$ cat src/rtl/fc1_seq_ctrl.sv
// Sequencer for the fc1 layer: streams NUM_INPUTS activations into the MAC array, one
// registered beat per accept, then holds a result-valid handshake until downstream takes it.
module fc1_seq_ctrl #(
   parameter int unsigned NUM_INPUTS = 784,
   parameter int unsigned ADDR_WIDTH = (NUM_INPUTS > 1) ? $clog2(NUM_INPUTS) : 1,
   parameter int unsigned ACT_WIDTH  = 8
) (
   input  logic                  clk,
   input  logic                  rst,
   input  logic                  start,
   output logic                  busy,
   input  logic                  in_valid,
   input  logic [ACT_WIDTH-1:0]  in_data,
   output logic                  in_ready,
   output logic [ADDR_WIDTH-1:0] rom_addr,
   output logic                  mac_en,
   output logic [ACT_WIDTH-1:0]  mac_act,
   output logic                  mac_last,
   output logic                  mac_clear,
   output logic                  out_valid,
   input  logic                  out_ready
);

   typedef enum logic [1:0] {StIdle, StRun, StDrain, StDone} state_t;

   localparam logic [ADDR_WIDTH-1:0] LAST_IDX = ADDR_WIDTH'(NUM_INPUTS - 1);

   state_t                r_state;
   state_t                w_state_d;
   logic [ADDR_WIDTH-1:0] r_cnt;
   logic [ADDR_WIDTH-1:0] r_rom_addr;
   logic [ACT_WIDTH-1:0]  r_mac_act;
   logic                  r_mac_en;
   logic                  r_mac_last;
   logic                  r_mac_clear;
   logic                  w_accept;
   logic                  w_cnt_last;
   logic                  w_launch;

   always_comb begin
      w_accept   = in_valid & (r_state == StRun);
      w_cnt_last = (r_cnt == LAST_IDX);
      w_launch   = (r_state == StIdle) & start;
      w_state_d  = r_state;
      case (r_state)
         StIdle:  if (start) w_state_d = StRun;
         StRun:   if (w_accept && w_cnt_last) w_state_d = StDrain;
         // The final MAC beat is on the bus during this single cycle.
         StDrain: w_state_d = StDone;
         StDone:  if (out_ready) w_state_d = StIdle;
         default: w_state_d = StIdle;
      endcase
   end

   always_ff @(posedge clk) begin
      if (rst) begin
         r_state     <= StIdle;
         r_cnt       <= '0;
         r_rom_addr  <= '0;
         r_mac_act   <= '0;
         r_mac_en    <= 1'b0;
         r_mac_last  <= 1'b0;
         r_mac_clear <= 1'b0;
      end else begin
         r_state     <= w_state_d;
         r_mac_clear <= w_launch;
         r_mac_en    <= w_accept;
         r_mac_last  <= w_accept & w_cnt_last;
         if (w_launch) begin
            r_cnt <= '0;
         end else if (w_accept) begin
            r_rom_addr <= r_cnt;
            r_mac_act  <= in_data;
            // Counter parks on the last index so it never wraps.
            if (!w_cnt_last) r_cnt <= r_cnt + 1'b1;
         end
      end
   end

   assign busy      = (r_state != StIdle);
   assign in_ready  = (r_state == StRun);
   assign out_valid = (r_state == StDone);
   assign rom_addr  = r_rom_addr;
   assign mac_act   = r_mac_act;
   assign mac_en    = r_mac_en;
   assign mac_last  = r_mac_last;
   assign mac_clear = r_mac_clear;

endmodule

$ cat config.mk
export PLATFORM = sky130hd
export DESIGN_NAME = fc1_seq_ctrl
export DESIGN_NICKNAME = d
export VERILOG_FILES = /design/src/rtl/fc1_seq_ctrl.sv
export SDC_FILE = /design/constraint.sdc
export NUM_CORES = 1
export LEC_CHECK = 0
export ABC_AREA = 1
export CAP_MARGIN = 20
export CORE_MARGIN = 4
export CORE_UTILIZATION = 48
export DETAILED_ROUTE_END_ITERATION = 16
export GPL_ROUTABILITY_DRIVEN = 0
export MAX_ROUTING_LAYER = met4
export PLACE_DENSITY = 0.89
export SETUP_SLACK_MARGIN = 0.3
export SKIP_CTS_REPAIR_TIMING = 1
export SYNTH_ARGS = -nofsm -noshare
export SYNTH_HDL_FRONTEND = slang
export SYNTH_SLANG_ARGS = --single-unit
$ cat constraint.sdc
create_clock -name clk -period 1.7 [get_ports clk]
set_input_delay 0.425 -clock clk [delete_from_list [all_inputs] [get_ports clk]]
set_output_delay 0.425 -clock clk [all_outputs]
set_load 0.03 [all_outputs]
## Word level (Yosys, flattened, before mapping)

Index checks and enable logic that the tools add are counted.

- Add/sub/neg operators: 1
- Bitwise operators: 5
- Multipliers: 0
- Reductions and logical operators: 7
- Multiplexer cells: 4
- Shifts and indexed selects: 0
- Divide/modulo/power cells: 0
- $lt $le $gt $ge: 0
- Eq/ne operators: 7

Operators by type and width:

| kind | number |
|---|---|
| adder 10 x 1 -> 10 bit, second input constant | 1 |
| equality test 10 bit, second input constant | 1 |
| case mux 2 bit (4 select lines) | 1 |
| two-way mux 2 bit | 3 |
| equality test 2 bit, second input constant | 2 |
| != test 2 x 1 -> 1 bit, second input constant | 2 |
| AND reduction 2 bit | 2 |
| bitwise AND 1 bit | 3 |
| AND reduction 3 bit | 1 |
| equality test 2 x 1 -> 1 bit, second input constant | 1 |
| zero test 2 bit | 1 |
| != test 2 bit, second input constant | 1 |
| NOT 1 bit | 2 |
| nonzero test 2 bit | 1 |
| OR reduction 2 bit | 1 |
| logical AND 1 bit | 1 |

- Word-level logic and storage cells: 31
- Bits of input ports: 13
- Bits in read-only memories: 0
- Bits in writable memories: 0
- Register bits: 33
- Memories: 0
- Output and inout port bits: 24
- Latch bits: 0

## Logic depth before layout (Yosys ltp)

- Word-level depth: 5
- Gate-level depth with buffers: 9
- Mapped depth without buffers: 8

## Worst setup path before layout

Ideal clock, no wire load.

- Path kind: reg-to-reg
- Start: register r_state[1]
- End: register r_mac_act[2] (netlist: mac_act[2])
- Setup slack: 39 ps
- Stages on the path, launching flop included: 9
- Arrival: 1545 ps
- Library setup time: 116 ps
- Buffers on the path: 1
- Data required time: 1584 ps
- Clock period less this slack: 1661 ps
- Path through: dfxtp_1 inv_1 ha_1 nand2_1 nor2_2 inv_1 clkbuf_1 nor2_1 nor2_1

- Elaborated cells between the ends (all ways): 6
- Those cells by class: eq/ne: 1; bitwise: 3; reduce/logical: 2

RTL lines:

| item | line | RTL |
|---|---|---|
| from (decl) | 28 | `state_t r_state;` |
| from (signal assigned) | 57 | `r_state <= StIdle;` |
| from (signal assigned) | 65 | `r_state <= w_state_d;` |
| equality test 2 x 1 -> 1 bit | - |  |
| via in_ready | 14 | `output logic in_ready,` |
| bitwise AND 1 bit | 41 | `w_accept = in_valid & (r_state == StRun);` |
| AND reduction 2 bit (no source line) | - |  |
| to (signal assigned) | 73 | `r_mac_act <= in_data;` |
| to (decl) | 32 | `logic [ACT_WIDTH-1:0] r_mac_act;` |

The timed path passes the listed nets, and every way through them passes these cells.
A chain may end at the register's enable or synchronous reset.

## Final worst setup path

- Start: register r_state[0]
- End: output port busy

- Longest elaborated chain between the ends: 1

RTL lines:

| item | line | RTL |
|---|---|---|
| nonzero test 2 bit | 80 | `assign busy = (r_state != StIdle);` |
| to (decl) | 11 | `output logic busy,` |

No other way between the ends.

==> key figures <==
Run status
  – Outcome: finished, final reports clean

GRT
  – Grt ovf: 0
  – Tot GR Track Use: 0.183
  – Vias in the first global route: 1,274
  – Initial antenna violation count: 0
  – First-pass GRT wire length: 5.70 mm
  – Largest net degree at the start of global routing: 25

Cells and area
  – Fin util: 0.759
  – Layout cells sized above 1: 0.350
  – Post-route cell area: 0.00216 mm2
  – Area Overhead vs Synth: 46.0%
  – Fillers: 208
  – Final nets: 281
  – Diodes inserted: 0

Timing
  – Slew @ Worst Pin: 473 ps
  – Clock skew: 9.89 ps
  – Final min period: 1680 ps
  – Setup violators final: 0
  – Final worst path period share: 0.986
  – Worst slew slack as a fraction of its limit: 0.684
  – Maximum clock rate: 597 MHz
  – Hold WS: 524 ps
  – RSZ-0062 raised after global routing: yes
  – Final hold viol count: 0
  – Max-slew violations: 0

Route
  – Wire per inst: 14.4 um
  – Initial DRC Count: 87
  – Via-per-instance ratio: 5.25
  – Vias post-DR: 1,544
  – TritonRoute pass-1 iters: 5
  – Routed WL: 4.25 mm
  – DRC errors left: 0
  – Antenna viol nets, final: 0

Worst hold path
  – Hold crit path type: reg -> reg

Clock tree
  – Clock tree buffer depth: 2
  – Worst skew pair latency: 350 ps
  – Clock sink total: 33
  – Clock Tree Root: clkbuf_4
  – CTS H-tree depth: 2
  – TritonCTS buffer count: 5
  – CTS clk-pin slew, worst paths: 120 ps
  – CTS tree: done

Job
  – # Max-Cap Violations: 0

Place
  – Area after DPL: 0.00194 mm2
  – Hpwl dp: 2.47 mm
  – Port Buffers: 36

Worst setup path
  – CP required: 1270 ps
  – Critical path type: reg -> out
  – Worst-path fanout max: 3
  – Worst EP arrival: 1250 ps
  – Crit path capture type: output pin
  – Startpoint Class: register

Yosys
  – Commonest cells in the netlist: nor2_1, nand2_1, dfxtp_1
  – Seq cells post-synth: 33
  – Area contributors post-synth: dfxtp_1, nor2_1, nand2_1
  – Gate Count Post-Synth: 203
  – Post-synth EDFFs: 0
  – Avg Cell Area, Syn: 7.30 um2
  – Cell taking the most area after synthesis: dfxtp_1
  – Synth cell types: 19
  – Syn nets: 222
  – Yosys warning total: 0
  – Register area share after synthesis: 0.446
  – Area share of the leading cell type in the synthesized netlist: 0.446
  – Top-count cell post-synth: nor2_1
  – Main synth FF type: dfxtp_1
  – Post-synth ARST share: 0
  – Post-Syn Area: 0.00148 mm2

Floorplanning
  – Die ar.: 0.00404 mm2
  – Die Span X: 63.6 um
  – # IOs: 37
  – Die height: 63.6 um
  – Initial Util: 0.520
  – Placement Rows: 19
  – Core region area: 0.00285 mm2

Power
  – VDD IR-drop max: 0.862 mV
  – Pwr per Cell Area: 1330 mW/mm2
  – Lkg Pwr: 0.996 nW
==> registers in the layout, indices dropped and copies added, names as in the netlist <==
name and cells:
mac_last 1, mac_clear 1, rom_addr 10, r_state 2, mac_en 1, mac_act 8, r_cnt 10
==> layer usage <==
layer  vias up  GRT usage  part of all wire
li1        762          -                 -
met1       708      0.226              0.42
met2        61      0.280              0.48
met3        13     0.0622             0.077
met4         0     0.0566             0.029
met5         -          -                 0
==> worst max-delay path: stages (launching register included) <==
cell and delay [ps]:
dfxtp_2 340, buf_4 140, inv_4 50, ha_4 150, inv_1 80, buf_6 130
==> cells in the final DEF (no fill, tap or decap), drive strengths merged <==
master and n:
a21oi 16, xnor2 1, clkbuf 27, o22ai 1
nor3 2, clkdlybuf4s50 12, inv 23, ha 6
nand4 5, dfxtp 33, nand3 7, dlymetal6s2s 2
clkinvlp 4, bufinv 1, o21ai 21, buf 22
xor2 2, nor2 41, nand2 37
==> report_power, final <==
part / switching, W / internal (W)
Sequential: 0.0000738 / 0.000902
Combinational: 0.000769 / 0.000491
Clock: 0.000291 / 0.000349
==> final timing paths <==
check                  start         end  slack, ps  depth (start not counted)
setup / recovery  r_state[0]        busy         20                          5
hold / removal    mac_act[7]  mac_act[7]        520                          2
setup reg to reg  r_state[0]  mac_act[0]        110                         10
hold reg to reg   mac_act[7]  mac_act[7]        520                          2
==> final cells by class <==
class / instances / area, um2 / area share
clock buffers: 6 / 51.3 / 0.0237
clock inverters: 2 / 37.5 / 0.0173
inverters: 25 / 106 / 0.0491
multi-input cells: 139 / 786 / 0.363
flip-flops and latches: 33 / 674 / 0.312
well taps: 31 / 38.8 / 0.0179
repair buffers: 57 / 463 / 0.214
repair inverters: 1 / 7.51 / 0.00347
==> metrics by stage <==
step / total power (W) / TNS, ps / std cells / setup slack (ps)
4_1_cts: 0.00271 / -2410 / 281 / -322
6_report: 0.00288 / 0 / 294 / 24.1
3_3_place_gp: 0.00205 / -44.7 / 273 / -10.7
2_1_floorplan: 0.00168 / 0 / 203 / 324
5_1_grt: 0.00302 / -22.5 / 294 / -11.5
3_5_place_dp: 0.00208 / -60.4 / 273 / -33.9
==> cell families after synthesis <==
logic type / share of synthesized area
AO/OA/AOI/OAI: 0.129
flip-flops: 0.446
XOR/XNOR: 0.0177
buffers and inverters: 0.0861
AND/OR/NAND/NOR: 0.271
adder cells (fa/ha/maj): 0.0506
Power figures use the tool's default switching activity.
